### src/rtl/seq_pattern_tx.sv
// Serial pattern transmitter: sends a latched PAT_W-bit pattern MSB-first, repeated N times.
// Optional SEQ_TX_GAP_EN inserts one invalid cycle between repetitions.
module seq_pattern_tx #(
   parameter int PAT_W = 4,
   parameter int CNT_W = 4
) (
   input  logic             clk,
   input  logic             reset,
   input  logic             start,
   input  logic             abort,
   input  logic [PAT_W-1:0] pattern,
   input  logic [CNT_W-1:0] repeat_cnt,
   output logic             dout,
   output logic             dout_valid,
   output logic             busy,
   output logic             done
);

   localparam int BW = (PAT_W > 1) ? $clog2(PAT_W) : 1;
   localparam logic [BW-1:0] LAST_BIT = BW'(PAT_W - 1);

   typedef enum logic [1:0] {
      IDLE  = 2'd0,
      SHIFT = 2'd1,
`ifdef SEQ_TX_GAP_EN
      GAP   = 2'd2,
`endif
      FIN   = 2'd3
   } state_t;

   state_t           state_q, state_d;
   logic [PAT_W-1:0] pat_q, pat_d;
   logic [PAT_W-1:0] shreg_q, shreg_d;
   logic [BW-1:0]    bit_cnt_q, bit_cnt_d;
   logic [CNT_W-1:0] rep_q, rep_d;
   logic             dout_q, dout_d;
   logic             valid_q, valid_d;
   logic             busy_q, busy_d;
   logic             done_q, done_d;

   always_comb begin
      state_d   = state_q;
      pat_d     = pat_q;
      shreg_d   = shreg_q;
      bit_cnt_d = bit_cnt_q;
      rep_d     = rep_q;
      dout_d    = dout_q;
      valid_d   = valid_q;
      busy_d    = busy_q;
      done_d    = 1'b0;
      case (state_q)
         IDLE: begin
            if (start) begin
               pat_d     = pattern;
               rep_d     = repeat_cnt;
               bit_cnt_d = '0;
               busy_d    = 1'b1;
               if (repeat_cnt != '0) begin
                  state_d = SHIFT;
                  dout_d  = pattern[PAT_W-1];
                  valid_d = 1'b1;
                  shreg_d = {pattern[PAT_W-2:0], 1'b0};
               end else begin
                  state_d = FIN;
               end
            end
         end
         SHIFT: begin
            if (abort) begin
               state_d = IDLE;
               dout_d  = 1'b0;
               valid_d = 1'b0;
               busy_d  = 1'b0;
            end else if (bit_cnt_q == LAST_BIT) begin
               rep_d = rep_q - CNT_W'(1);
               if (rep_q == CNT_W'(1)) begin
                  state_d = FIN;
                  dout_d  = 1'b0;
                  valid_d = 1'b0;
                  done_d  = 1'b1;
               end else begin
`ifdef SEQ_TX_GAP_EN
                  state_d = GAP;
                  dout_d  = 1'b0;
                  valid_d = 1'b0;
`else
                  // Reload from the latched copy so live input changes never leak in
                  dout_d    = pat_q[PAT_W-1];
                  shreg_d   = {pat_q[PAT_W-2:0], 1'b0};
                  bit_cnt_d = '0;
`endif
               end
            end else begin
               dout_d    = shreg_q[PAT_W-1];
               shreg_d   = {shreg_q[PAT_W-2:0], 1'b0};
               bit_cnt_d = bit_cnt_q + BW'(1);
            end
         end
`ifdef SEQ_TX_GAP_EN
         GAP: begin
            if (abort) begin
               state_d = IDLE;
               dout_d  = 1'b0;
               valid_d = 1'b0;
               busy_d  = 1'b0;
            end else begin
               state_d   = SHIFT;
               dout_d    = pat_q[PAT_W-1];
               valid_d   = 1'b1;
               shreg_d   = {pat_q[PAT_W-2:0], 1'b0};
               bit_cnt_d = '0;
            end
         end
`endif
         FIN: begin
            // A zero-repeat job enters FIN without done, so it lingers one cycle to pulse it
            if (done_q) begin
               state_d = IDLE;
               busy_d  = 1'b0;
            end else begin
               done_d = 1'b1;
            end
         end
         default: begin
            state_d = IDLE;
            dout_d  = 1'b0;
            valid_d = 1'b0;
            busy_d  = 1'b0;
         end
      endcase
   end

   always_ff @(posedge clk) begin
      if (reset) begin
         state_q   <= IDLE;
         pat_q     <= '0;
         shreg_q   <= '0;
         bit_cnt_q <= '0;
         rep_q     <= '0;
         dout_q    <= 1'b0;
         valid_q   <= 1'b0;
         busy_q    <= 1'b0;
         done_q    <= 1'b0;
      end else begin
         state_q   <= state_d;
         pat_q     <= pat_d;
         shreg_q   <= shreg_d;
         bit_cnt_q <= bit_cnt_d;
         rep_q     <= rep_d;
         dout_q    <= dout_d;
         valid_q   <= valid_d;
         busy_q    <= busy_d;
         done_q    <= done_d;
      end
   end

   assign dout       = dout_q;
   assign dout_valid = valid_q;
   assign busy       = busy_q;
   assign done       = done_q;

endmodule

### config.mk
export PLATFORM = sky130hd
export DESIGN_NAME = seq_pattern_tx
export DESIGN_NICKNAME = d
export VERILOG_FILES = /design/src/rtl/seq_pattern_tx.sv
export SDC_FILE = /design/constraint.sdc
export NUM_CORES = 1
export LEC_CHECK = 0
export ABC_AREA = 1
export CORE_UTILIZATION = 25
export CTS_CLUSTER_DIAMETER = 30
export DETAILED_ROUTE_END_ITERATION = 8
export GPL_ROUTABILITY_DRIVEN = 0
export PLACE_DENSITY_LB_ADDON = 0.2
export SKIP_LAST_GASP = 1
export SLEW_MARGIN = 20
export SYNTH_ARGS = -nofsm -noshare
export SYNTH_HDL_FRONTEND = slang
export SYNTH_SLANG_ARGS = --single-unit
### constraint.sdc
create_clock -name clk -period 3.2 [get_ports clk]
set_input_delay 0.96 -clock clk [delete_from_list [all_inputs] [get_ports clk]]
set_output_delay 0.96 -clock clk [all_outputs]
set_load 0.1 [all_outputs]
* Word-level counts from Yosys, hierarchy flattened
Index checks and enable logic that the tools add are counted.
** Storage, ports and cells
- ROM bits :: 0
- Latch bits :: 0
- Memories :: 0
- Word-level logic and storage cells :: 79
- Bits in writable memories :: 0
- Register bits after elaboration :: 20
** Operators by class
- Equality and inequality tests :: 13
- Multiply operators :: 0
- Bitwise gates (word level) :: 1
- Divide/modulo/power cells :: 0
- Mux-type cells :: 43
- Reductions and logical operators :: 11
- Shift operators :: 0
- Add/subtract/negate cells :: 2
- $lt $le $gt $ge :: 0
** Operator list (count)
- 4-bit two-way mux :: 8
- 2-bit two-way mux :: 10
- 1-bit two-way mux :: 17
- 4-bit case mux with 2 select lines :: 2
- 2-bit inequality test (second input constant) :: 6
- 4-bit AND reduction :: 3
- 5-bit AND reduction :: 2
- 3-bit inequality test (second input constant) :: 3
- 1-bit case mux with 3 select lines :: 3
- 2-bit case mux with 3 select lines :: 1
- 3-bit AND reduction :: 2
- 2-bit equality test (second input constant) :: 2
- 4-bit by 1-bit equality test with 1-bit output (second input constant) :: 1
- 2-bit case mux with 2 select lines :: 1
- 4-bit nonzero test :: 1
- 4-bit by 1-bit subtractor with 4-bit output (second input constant) :: 1
- 2-bit by 1-bit adder with 2-bit output (second input constant) :: 1
- 2-bit by 1-bit equality test with 1-bit output (second input constant) :: 1
- 2-bit logical NOT :: 1
- 1-bit case mux with 2 select lines :: 1
- 2-bit AND reduction :: 1
- 2-bit nonzero test :: 1
- 1-bit NOT :: 1

* Logic depth before layout (Yosys ltp)
- Depth after elaboration :: 5
- Gate-level depth with buffers :: 10

* Worst setup path before layout
OpenSTA, ideal clock, no wires.
- Kind :: register to output
- Start point :: register busy_q, in the netlist busy
- End point :: output port busy
- Cell stages (with the launch flop) :: 1
- Required time :: 2.240 ns
- Path buffers :: 0
- Arrival time :: 0.925 ns
- Setup slack :: 1.315 ns
- Cell sequence :: dfxtp_1
** RTL lines
- from (decl) :: RTL line 38 : logic busy_q, busy_d;
- from (signal assigned) :: RTL line 152 : busy_q <= busy_d;
- to (decl) :: RTL line 15 : output logic busy,
No word-level cell between the ends.

==> impl_metrics.tcl <==
set metrics [dict create \
    status "finished clean" \
    period_needed_ps 1980 \
    cts_setup_buffers 0 \
    yosys-top-cells-count "nand2_1 (39), inv_1 (22), nor2_1 (22), dfxtp_1 (19), a21oi_1 (11)" \
    ys_seq_elements 19 \
    layoutNonFillerInstCount 231 \
    core_area_sq_mm 0.00406 \
    die_area_sq_mm 0.00458 \
    synth.top_cell.area_share_pct 35.3 \
    seq_area_sq_um 380 \
    grt_usage_pct 13.0 \
    io-pin-count 16 \
    setup_viol 0 \
    routed_wl_mm 2.43 \
    insertion_delay_ps 260 \
    worst_pin_slew_ps 357 \
    clkTransAtPathRegs_ps 80 \
    irDropWorstVdd_mv 0.173 \
    final_nets 197 \
    ys_warn_count 0 \
    synthDistinctLibCells 24 \
    nFillCells 445 \
    hpwlAfterDp_mm 1.90 \
    synthArstFlopShare_pct 0 \
    avgSynthCellArea_sq_um 6.54 \
    wl_per_cell_um 10.5 \
    fp.dieH_um 67.7 \
    drtPass1Iterations 4 \
    final_max_slew_viol_count 0 \
    ctsLongestPathBuffers 2 \
    synth_flop_cell "dfxtp_1" \
    area_growth_syn_to_layout_pct 21.2 \
    syn_area_sq_mm 0.00108 \
    row_count 23 \
    worst-path-max-fanout 12 \
    ant_nets 0 \
    cp.arrival_ps 2180 \
    multiInputGateArea_sq_um 582 \
    drive_gt1_share_pct 13.3 \
    fin_tns_setup_ps 0 \
    slew_headroom_pct 76.2 \
    postSynthCellCount 165 \
    grt_max_degree 13 \
    fin_crit_sh_pct 61.9 \
    synthTopCellsByArea "dfxtp_1 (35%), nand2_1 (14%), inv_1 (7.7%)" \
    cts_hold_buf 0 \
    drc 0 \
    clock_skew_ps 2.95 \
    leakage_uw 0.000616 \
    crit_path_end_kind "flop" \
    grt_pass1_wl_mm 4.38 \
    cts_made_buffers 3 \
    cap_violations 0 \
    cts.sinks 19 \
    synth_edf_count 0 \
    power_density_mw_per_mm2 600 \
    cts_tree "built" \
    final-hold-violation-count 0 \
    syn_nets 180 \
    die_w_um 67.7 \
    port_buffers 15 \
    yosysMostFrequentCell "nand2_1" \
    drt-initial-drc-count 43 \
    cts.repair.resized 0 \
    path_class "in -> reg" \
    h-tree-depth 1 \
    root_buffer "clkbuf_8" \
    viasPerCell 4.41 \
    yosys.area.top_type "dfxtp_1" \
    antenna_found_initial 0 \
    critPathRequiredTime_ps 3400 \
    rsz0062_at_grt "false" \
    dp_cells 227 \
    grt-ovfl-total 0 \
    via_count 1019 \
    ys_seq_area_share_pct 35.3 \
    max_freq_ghz 0.505 \
    grt_pass1_vias 1009 \
    min_path_type "reg -> reg" \
    initial_utilization_pct 26.6 \
    setup.worst_path.start_class "input pin" \
    n_antenna_cell 0 \
]
worst max-delay path: stages:
cell	delay, ps
clkdlybuf4s50_1	570
inv_1	360
o21ai_0	160
a21oi_1	130
metrics by stage:
step / util, % / area (sq um) / hold WS (ps) / power [uW] / setup slack (ps)
after detailed placement: 31.1 / 1260 / 438 / 617 / 934
after CTS: 32.2 / 1310 / 450 / 798 / 1210
after global placement: 31.1 / 1260 / 435 / 612 / 961
after global routing: 32.2 / 1310 / 466 / 854 / 1130
final: 32.2 / 1310 / 447 / 785 / 1220
after floorplan: - / 1080 / 424 / 549 / 1320
final cells by class:
cell class              instances  share of cell area (%)
clock buffers                   4                    3.44
inverters                      26                    7.46
multi-input cells             117                    44.5
flip-flops and latches         19                    29.1
well taps                      50                    4.78
repair buffers                 15                    10.7
kinds of logic (layout without fill, tap and decap cells):
kind of cell,Yosys count,count (layout),synth area share [%]
AOI/OAI and AO/OA,29,29,14.7
adders and majority gates,3,3,3.48
buffers and inverters,29,45,10.8
DFF,19,19,35.3
and+or+nand+nor,85,85,35.7
where the power goes:
part / switching [uW] / leakage, uW / internal (uW)
sequential: 30.0 / 0.000157 / 277
clock: 86.9 / 0.0000228 / 88.8
combinational: 202 / 0.000436 / 100
worst paths after layout:
kind | startpoint | to | slack (ps) | cells after the start
setup / recovery | reset | pat_q[0] | 1220 | 4
hold reg to reg | pat_q[2] | pat_q[2] | 450 | 2
setup reg to reg | state_q[0] | shreg_q[3] | 1700 | 7
hold / removal | pat_q[2] | pat_q[2] | 450 | 2
placed cells by master (no fill, tap or decap), types with 2 or more instances in the layout:
| cell type | n |
|---|---|
| nand2_1 | 39 |
| buf_4 | 4 |
| a21oi_2 | 2 |
| nor2_4 | 2 |
| o21ai_1 | 7 |
| clkbuf_8 | 3 |
| clkdlybuf4s50_1 | 11 |
| nor2_1 | 22 |
| nand2_2 | 3 |
| o21ai_0 | 7 |
| dfxtp_1 | 19 |
| inv_2 | 4 |
| nand4_1 | 2 |
| nand3_1 | 10 |
| nor2_2 | 2 |
| a21oi_1 | 11 |
| ha_1 | 3 |
| inv_1 | 22 |
routing by layer:
layer / up-vias / wire [um] / track usage [%]
met3: 9 / 94 / 2.20
met4: 0 / 78 / 7.71
met5: - / 0 / 0
met1: 445 / 1200 / 16.5
li1: 548 / - / -
met2: 17 / 1060 / 20.3
state kept, by name, indices dropped and copies added, names as in the netlist:
register    flops
dout_valid      1
pat_q           4
done            1
shreg_q         3
busy            1
bit_cnt_q       2
dout            1
state_q         2
rep_q           4
Power figures use the tool's default switching activity.
